--- src/rtl/leitor_serial_16b_pkg.sv ---
// Shared types and constants for the leitor_serial_16b serial transmitter.
// State encoding is fixed so that external observers can decode it.
package leitor_serial_16b_pkg;

    localparam int DEF_WIDTH = 16;

    typedef enum logic [1:0] {
        S_IDLE   = 2'd0,
        S_SHIFT  = 2'd1,
        S_PARITY = 2'd2,
        S_DONE   = 2'd3
    } state_t;

    // Bit-counter width: must hold the value WIDTH without wrapping.
    function automatic int cnt_w(input int width);
        return $clog2(width + 1);
    endfunction

endpackage

--- src/rtl/leitor_serial_16b_if.sv ---
// Load/ready handshake plus serial output bundle of the transmitter.
interface leitor_serial_16b_if #(
    parameter int WIDTH = 16
);
    logic             l;
    logic [WIDTH-1:0] d;
    logic             ready;
    logic             sout;
    logic             sout_valid;
    logic             done;

    modport master (output l, d, input ready, sout, sout_valid, done);
    modport slave  (input l, d, output ready, sout, sout_valid, done);
endinterface

--- src/rtl/leitor_serial_16b_contador_bits.sv ---
// Frame bit counter: sync clear has priority over enable; last flags the final data bit.
module contador_bits
    import leitor_serial_16b_pkg::*;
#(
    parameter int WIDTH = DEF_WIDTH
) (
    input  logic clk,
    input  logic rst_n,
    input  logic clr,
    input  logic en,
    output logic last
);
    localparam int CW = cnt_w(WIDTH);

    logic [CW-1:0] count;

    always_ff @(posedge clk) begin
        if (!rst_n)   count <= '0;
        else if (clr) count <= '0;
        else if (en)  count <= count + 1'b1;
    end

    assign last = (count == CW'(WIDTH - 1));

endmodule

--- src/rtl/leitor_serial_16b.sv ---
// Parallel-load serial transmitter with load/ready handshake and done pulse.
// Optional even-parity bit after the data bits: define LEITOR_SERIAL_PARITY_EN.
module leitor_serial_16b
    import leitor_serial_16b_pkg::*;
#(
    parameter int WIDTH     = DEF_WIDTH,
    parameter bit MSB_FIRST = 1'b1
) (
    input  logic                clk,
    input  logic                rst_n,
    leitor_serial_16b_if.slave  bus
);
    state_t           state;
    logic [WIDTH-1:0] shreg;
    logic             ready_q;
    logic             sout_q;
    logic             valid_q;
    logic             done_q;
    logic             last;
    logic             capture;
`ifdef LEITOR_SERIAL_PARITY_EN
    logic             par;
`endif

    assign capture = (state == S_IDLE) && bus.l;

    contador_bits #(.WIDTH(WIDTH)) u_cnt (
        .clk   (clk),
        .rst_n (rst_n),
        .clr   (capture),
        .en    (state == S_SHIFT),
        .last  (last)
    );

    always_ff @(posedge clk) begin
        if (!rst_n) begin
            state   <= S_IDLE;
            shreg   <= '0;
            ready_q <= 1'b1;
            sout_q  <= 1'b0;
            valid_q <= 1'b0;
            done_q  <= 1'b0;
`ifdef LEITOR_SERIAL_PARITY_EN
            par     <= 1'b0;
`endif
        end else begin
            case (state)
                S_IDLE: begin
                    ready_q <= 1'b1;
                    sout_q  <= 1'b0;
                    valid_q <= 1'b0;
                    done_q  <= 1'b0;
                    if (bus.l) begin
                        shreg   <= bus.d;
                        ready_q <= 1'b0;
                        state   <= S_SHIFT;
`ifdef LEITOR_SERIAL_PARITY_EN
                        // Parity taken from the captured word, since shreg is consumed by shifting.
                        par     <= ^bus.d;
`endif
                    end
                end
                S_SHIFT: begin
                    valid_q <= 1'b1;
                    if (MSB_FIRST) begin
                        sout_q <= shreg[WIDTH-1];
                        shreg  <= {shreg[WIDTH-2:0], 1'b0};
                    end else begin
                        sout_q <= shreg[0];
                        shreg  <= {1'b0, shreg[WIDTH-1:1]};
                    end
                    if (last) begin
`ifdef LEITOR_SERIAL_PARITY_EN
                        state <= S_PARITY;
`else
                        state <= S_DONE;
`endif
                    end
                end
`ifdef LEITOR_SERIAL_PARITY_EN
                S_PARITY: begin
                    sout_q  <= par;
                    valid_q <= 1'b1;
                    state   <= S_DONE;
                end
`endif
                S_DONE: begin
                    // Two edges here: the first raises done, the second returns to idle.
                    sout_q  <= 1'b0;
                    valid_q <= 1'b0;
                    if (!done_q) begin
                        done_q <= 1'b1;
                    end else begin
                        done_q  <= 1'b0;
                        ready_q <= 1'b1;
                        state   <= S_IDLE;
                    end
                end
                default: begin
                    state   <= S_IDLE;
                    ready_q <= 1'b1;
                    sout_q  <= 1'b0;
                    valid_q <= 1'b0;
                    done_q  <= 1'b0;
                end
            endcase
        end
    end

    assign bus.ready      = ready_q;
    assign bus.sout       = sout_q;
    assign bus.sout_valid = valid_q;
    assign bus.done       = done_q;

endmodule

--- src/flat_wrapper.sv ---
// flat-port wrapper written by rule: the top's interface ports become plain ports
module leitor_serial_16b_flat import leitor_serial_16b_pkg::*;
#(
    parameter int WIDTH     = DEF_WIDTH,
    parameter bit MSB_FIRST = 1'b1
)
  (clk, rst_n, bus_l, bus_d, bus_ready, bus_sout, bus_sout_valid, bus_done);
  leitor_serial_16b_if #(.WIDTH(WIDTH)) bus_i ();
  input  logic clk;
  input  logic rst_n;
  input wire logic [$bits(bus_i.l)-1:0] bus_l;
  input wire logic [$bits(bus_i.d)-1:0] bus_d;
  output wire logic [$bits(bus_i.ready)-1:0] bus_ready;
  output wire logic [$bits(bus_i.sout)-1:0] bus_sout;
  output wire logic [$bits(bus_i.sout_valid)-1:0] bus_sout_valid;
  output wire logic [$bits(bus_i.done)-1:0] bus_done;
  assign bus_i.l = bus_l;
  assign bus_i.d = bus_d;
  assign bus_ready = bus_i.ready;
  assign bus_sout = bus_i.sout;
  assign bus_sout_valid = bus_i.sout_valid;
  assign bus_done = bus_i.done;
  leitor_serial_16b #(.WIDTH(WIDTH), .MSB_FIRST(MSB_FIRST)) u_core (.clk(clk), .rst_n(rst_n), .bus(bus_i));
endmodule
--- config.mk ---
export PLATFORM = sky130hd
export DESIGN_NAME = leitor_serial_16b_flat
export DESIGN_NICKNAME = d
export VERILOG_FILES = /design/src/rtl/leitor_serial_16b_pkg.sv /design/src/rtl/leitor_serial_16b_if.sv /design/src/rtl/leitor_serial_16b_contador_bits.sv /design/src/rtl/leitor_serial_16b.sv /design/src/flat_wrapper.sv
export SDC_FILE = /design/constraint.sdc
export NUM_CORES = 1
export LEC_CHECK = 0
export CORE_MARGIN = 3
export CORE_UTILIZATION = 40
export DETAILED_ROUTE_END_ITERATION = 6
export HOLD_SLACK_MARGIN = 0.1
export PLACE_DENSITY = 0.67
export SYNTH_ARGS = -nofsm -noshare
export SYNTH_HDL_FRONTEND = slang
export SYNTH_SLANG_ARGS = --single-unit
--- constraint.sdc ---
create_clock -name clk -period 1.35 [get_ports clk]
set_clock_uncertainty 0.1 [all_clocks]
set_input_delay 0.135 -clock clk [delete_from_list [all_inputs] [get_ports clk]]
set_output_delay 0.135 -clock clk [all_outputs]
set_load 0.005 [all_outputs]
==> results of run 1 <==
report_power, final:
| part | switching [µW] | internal, µW | leakage [µW] |
|---|---|---|---|
| clock network | 247 | 113 | 0.0000139 |
| logic | 117 | 147 | 0.000375 |
| registers | 30.6 | 852 | 0.000224 |
| total | 395 | 1110 | 0.000613 |
stage by stage:
step           TNS [ns]  hold slack (ns)  power [µW]  worst slack [ns]  instance area, µm²
4_1_cts               0            0.241        1510           0.00137                1540
6_report              0            0.244        1510            0.0311                1560
3_3_place_gp     -0.358            0.357        1150           -0.0443                1490
5_1_grt        -0.00198            0.241        1580          -0.00198                1560
3_5_place_dp     -0.906            0.360        1160           -0.0770                1490
2_1_floorplan         0            0.173        1050            0.0195                1210
critical path, cell delays in order, from the launching register on:
cell,delay [ns]
dfxtp_2,0.37
ha_4,0.16
and3_4,0.18
ha_4,0.24
o22ai_1,0.05
and2_1,0.14
synthesized netlist by cell type (all sizes together):
cell type	number	area, µm²
a21oi	3	15.0
a31oi	15	93.8
a32o	1	10.0
and2	3	18.8
and3	3	18.8
buf	9	87.6
clkbuf	2	7.51
dfxtp	27	541
ha	2	25.0
inv	3	11.3
nand2	34	128
nand2b	6	37.5
nand3	1	5.00
nor2	1	3.75
nor2b	5	31.3
nor3	1	5.00
o211a	1	10.0
o21a	2	15.0
o21ai	16	80.1
o21ba	1	16.3
o22ai	3	18.8
o2bb2ai	1	8.76
o31a	1	8.76
or2b	1	7.51
flip-flops by register name, summed over array words and instances, names as in the netlist:
register,cells
u_core.bus.sout_valid,1
u_core.shreg,16
u_core.bus.done,1
u_core.bus.ready,1
u_core.state,2
u_core.u_cnt.count,5
u_core.bus.sout,1
layer usage:
metal / track usage (%) / vias up / share of wire (%)
li1: - / 547 / -
met1: 17.4 / 482 / 46
met2: 24.4 / 23 / 48
met3: 2.98 / 2 / 5.0
met4: 5.26 / 0 / 0.44
met5: 0 / - / 0
kinds of logic after synthesis:
logic type | synth area share (%)
simple gates | 21.2
compound gates | 23.0
flops | 44.9
buf+inv | 8.83
fa+ha+maj | 2.08
repair_timing:
item	4_1_cts	5_1_grt
buffers inserted	1	0
setup endpoints to repair	5	16
gates resized for setup	9	4
endpoints found under the hold margin	0	0
pin swaps	0	3
worst max path at each step:
| stage | from | to | slack, ns | cells after the start |
|---|---|---|---|---|
| 5_1_grt | u_core.u_cnt.count[0]$_SDFFE_PP0P_ | u_core.u_cnt.count[4]$_SDFFE_PP0P_ | -0.002 | 5 |
| 2_1_floorplan | u_core.u_cnt.count[0]$_SDFFE_PP0P_ | u_core.u_cnt.count[4]$_SDFFE_PP0P_ | 0.02 | 5 |
| 3_5_place_dp | bus_l | u_core.shreg[1]$_SDFFE_PN0P_ | -0.08 | 5 |
| 3_3_place_gp | bus_l | u_core.shreg[6]$_SDFFE_PN0P_ | -0.04 | 5 |
| 6_report | u_core.u_cnt.count[1]$_SDFFE_PP0P_ | u_core.u_cnt.count[4]$_SDFFE_PP0P_ | 0.03 | 5 |
| 4_1_cts | u_core.u_cnt.count[0]$_SDFFE_PP0P_ | u_core.u_cnt.count[4]$_SDFFE_PP0P_ | 0.001 | 5 |
cell type report:
cell class	instances	area [µm²]	area share, %
Clock buffer	3	22.5	1.44
Clock inverter	1	7.51	0.481
Inverter	3	11.3	0.722
Multi-Input combinational cell	101	587	37.6
Sequential cell	27	547	35.0
Tap cell	31	38.8	2.49
Timing Repair Buffer	34	347	22.2
cell usage in the layout (no fill, tap or decap), drive strengths merged:
master          n
and3            3
nand2b          6
o211a           1
or2b            1
ha              2
buf            12
clkdlybuf4s50  18
nand2          34
o2bb2ai         1
nand3           1
dlygate4sd2     4
a32o            1
nor2            1
o21ba           1
o31a            1
o22ai           3
a31oi          15
and2            3
nor3            1
inv             3
a21oi           3
clkinvlp        1
dfxtp          27
o21a            2
clkbuf          3
o21ai          16
nor2b           5
==> flow_summary.yaml, run 1 <==
sta:
  setup_viol: 0
  slew_headroom_pct: 83.9
  min_period_ns: 1.32
  final.period_utilization_pct: 97.7
  worst_slew_pin_slew_ns: 0.241
  slew_violations: 0
  timing_hold_violations_final: 0
  rsz0062_at_grt: "true"
  timing.fmax_mhz: 758
finish:
  layout-drive-gt1-share_pct: 14.8
  diodes: 0
  finalCoreUtilization_pct: 55.6
  layoutNonFillerInstCount: 200
  fin_nets: 191
  num-fill-cells: 279
  area_growth_pct: 29.6
placed_design:
  dpl.hpwl_um: 1670
  portBuffers: 22
  dp_cells: 195
  gp_congestion: 0.713
worst_setup_path:
  r2r-start: "u_core.u_cnt.count[1]$_SDFFE_PP0P_"
  cp-start-kind: "flop"
  r2r-end: "u_core.u_cnt.count[4]$_SDFFE_PP0P_"
  crit_type: "flop to flop"
  cp-end-kind: "flop"
  reg2reg_depth: 5
  ff2ff_setup_slack_ns: 0.03
  critical_path_arrival_ns: 1.45
  crit_required_ns: 1.48
  cp_max_fo: 2
clock_network:
  cts_root_buf: "clkbuf_4"
  clk_latency_ns: 0.33
  hold_buffers: 0
  clk_pin_slew_ns: 0.16
  htree_levels: 1
  tritoncts: "built"
  cts_sinks: 27
  clk_path_buf_depth: 2
  cts_buffers: 3
worst_hold_path:
  whs_path_depth: 3
  worst_hold_path_type: "primary input to flop"
  hold_end: "u_core.shreg[13]$_SDFFE_PN0P_"
  worstHoldStart: "bus_d[13]"
die:
  rows: 19
  die_y_um: 60.9
  initial_utilization_pct: 42.9
  ios: 23
  die_w_um: 60.9
  dieArea_um2: 3700
  coreArea_um2: 2810
global_route:
  gr-total-overflow: 0
  grt_pass1_vias: 996
  antenna_found_initial: 0
  grt_pass1_wl_um: 4040
  grt_max_degree: 32
  grt_usage_pct: 14.2
logic_synthesis:
  ys_types: 27
  netlist_area_um2: 1200
  ys_seq_elements: 27
  seq_area_frac_synth_pct: 44.9
  synth_cells: 142
  synthesis.nets: 163
  synth_area_per_cell_um2: 8.48
  ys_warn_count: 0
route:
  drt_wl_total_um: 2470
  drt-initial-drc-count: 32
  postRouteAntennaNets: 0
  drc_errors: 0
  routedWlPerCell_um: 12.4
  dr.pass1.iters: 4
  vias_per_cell: 5.27
  vias: 1054
flow_run:
  maxCapViolations: 0
pwr:
  p_per_area_nw_per_um2: 966
  peakVddDrop_mv: 0.320
  p_leak_uw: 0.000613
outcome:
  status: "finished, final reports clean"
Note: power is estimated with default switching activity, not from simulation.
==> run 2, diff against run 1 <==
- CORE_UTILIZATION: 40 -> 30
- CTS_CLUSTER_SIZE: default -> 12
- PLACE_DENSITY: 0.67 -> 0.59
==> flow_summary.yaml, run 2 (same netlist as run 1, synthesis figures left out) <==
route:
  vias_per_cell: 4.81
  postRouteAntennaNets: 0
  routedWlPerCell_um: 11.1
  vias: 1063
  drc_errors: 0
  drt-initial-drc-count: 59
  dr.pass1.iters: 4
  drt_wl_total_um: 2460
finish:
  largest_register: "u_core.shreg"
  largest_reg_flops: 16
  seqCellArea_um2: 552
  design_area_um2: 1630
  mostFrequentLayoutCells: "34 x nand2_1, 20 x clkdlybuf4s50_1, 20 x dfxtp_1"
  reg.largest.list: "u_core.shreg (16), u_core.u_cnt.count (5), u_core.state (2)"
  fin_nets: 195
  multiInputGateArea_um2: 589
  final_common_cell: "nand2_1"
  diodes: 0
  num-fill-cells: 379
  area_growth_pct: 35.2
  layout-drive-gt1-share_pct: 17.9
global_route:
  grt_pass1_vias: 932
  antenna_found_initial: 0
  gr-total-overflow: 0
  grt_pass1_wl_um: 4100
  grt_usage_pct: 10.2
  grt_max_degree: 20
clock_network:
  hold_buffers: 0
  htree_levels: 1
  clk_path_buf_depth: 2
  tritoncts: "built"
  cts_sinks: 27
  clk_latency_ns: 0.27
  clk_pin_slew_ns: 0.09
  cts_root_buf: "clkbuf_8"
  cts_buffers: 3
placed_design:
  portBuffers: 22
  placed_area_um2: 1530
  dpl.hpwl_um: 1830
  gp_congestion: 0.739
  pre_cts_ws_ns: -0.0770
worst_setup_path:
  path_cells: "ha_4 > and3_4 > ha_4 > o22ai_1 > and2_1"
  crit_required_ns: 1.42
  crit_type: "flop to flop"
  ff2ff_setup_slack_ns: 0.04
  cpMostUsedCell: "ha_4"
  slowest_stage: "dfxtp_2"
  critical_path_arrival_ns: 1.38
  cp_max_fo: 2
  cp-start-kind: "flop"
  cp-end-kind: "flop"
  max_stage_delay_ns: 0.35
sta:
  slew_violations: 0
  min_period_ns: 1.31
  worst_slew_pin_slew_ns: 0.236
  fin_ws_ns: 0.0436
  tns_ns: 0
  final.period_utilization_pct: 96.8
  slew_headroom_pct: 84.2
  setup_viol: 0
  rsz0062_at_grt: "false"
  timing.fmax_mhz: 765
  timing_hold_violations_final: 0
worst_hold_path:
  worst_hold_path_type: "primary input to flop"
die:
  die_y_um: 69.3
  coreArea_um2: 3770
  rows: 22
  initial_utilization_pct: 31.9
  die_w_um: 69.3
  ios: 23
  dieArea_um2: 4810
outcome:
  status: "finished, final reports clean"
flow_run:
  maxCapViolations: 0
pwr:
  peakVddDrop_mv: 0.357
  p_leak_uw: 0.000645
  p_per_area_nw_per_um2: 981
## run 2: changes by cell type in the layout (fill, tap and decap cells not counted), sizes merged
cell	previous run	this run
buf	12	16
clkbuf	3	4
clkdlybuf4s50	18	20
clkinvlp	1	0
dlygate4sd2	4	0
dlymetal6s2s	0	2
## run 2: worst paths after layout
path,from,endpoint,depth (start not counted)
hold reg to reg,u_core.shreg[14]$_SDFFE_PN0P_,u_core.shreg[15]$_SDFFE_PN0P_,2
setup / recovery,u_core.u_cnt.count[0]$_SDFFE_PP0P_,u_core.u_cnt.count[4]$_SDFFE_PP0P_,5
setup reg to reg,u_core.u_cnt.count[0]$_SDFFE_PP0P_,u_core.u_cnt.count[4]$_SDFFE_PP0P_,5
hold / removal,bus_d[6],u_core.shreg[6]$_SDFFE_PN0P_,3
## run 2: what timing repair did
item	CTS	global route
endpoints found under the setup margin	9	17
buffers inserted	1	0
gates resized for setup	7	7
pin swaps	0	1
## run 2: report_power, final
part           internal [µW]  switching [µW]
clock network            211             232
logic                    155             116
registers                851            32.3
total                   1220             380
## run 2: metal layers
| metal | part of all wire [%] | GRT usage, % | vias up | wire [µm] |
|---|---|---|---|---|
| met3 | 1.6 | 1.30 | 2 | 40 |
| met1 | 49 | 13.0 | 495 | 1210 |
| met2 | 48 | 16.7 | 16 | 1180 |
| met4 | 1.4 | 5.21 | 0 | 34 |
| met5 | 0 | 0 | - | 0 |
| li1 | - | - | 550 | - |
## run 2: metrics by stage
step	cells	util, %	power [µW]	hold WS, ns
detailed placement	216	40.5	1170	0.366
floorplan	142	-	1050	0.173
finish	221	43.2	1600	0.330
global route	221	43.2	1690	0.337
global placement	216	40.5	1160	0.357
CTS	221	42.5	1620	0.328
## run 2: area by class of cell
class | instances | area share [%]
multi-input cells | 101 | 36.2
well taps | 48 | 3.69
repair buffers | 38 | 22.8
flip-flops and latches | 27 | 33.9
inverters | 3 | 0.692
clock buffers | 4 | 2.77
## run 2: critical path, delay by kind of cell, from the launching register on
family | cells | cell delay (ns)
compound gates | 1 | 0.05
simple gates | 2 | 0.32
fa+ha+maj | 2 | 0.40
flops | 1 | 0.35
==> run 3, diff against run 2 <==
- SLEW_MARGIN: default -> 10
==> results of run 3 <==
The final DEF is identical to that of run 2; final timing and power are the same.
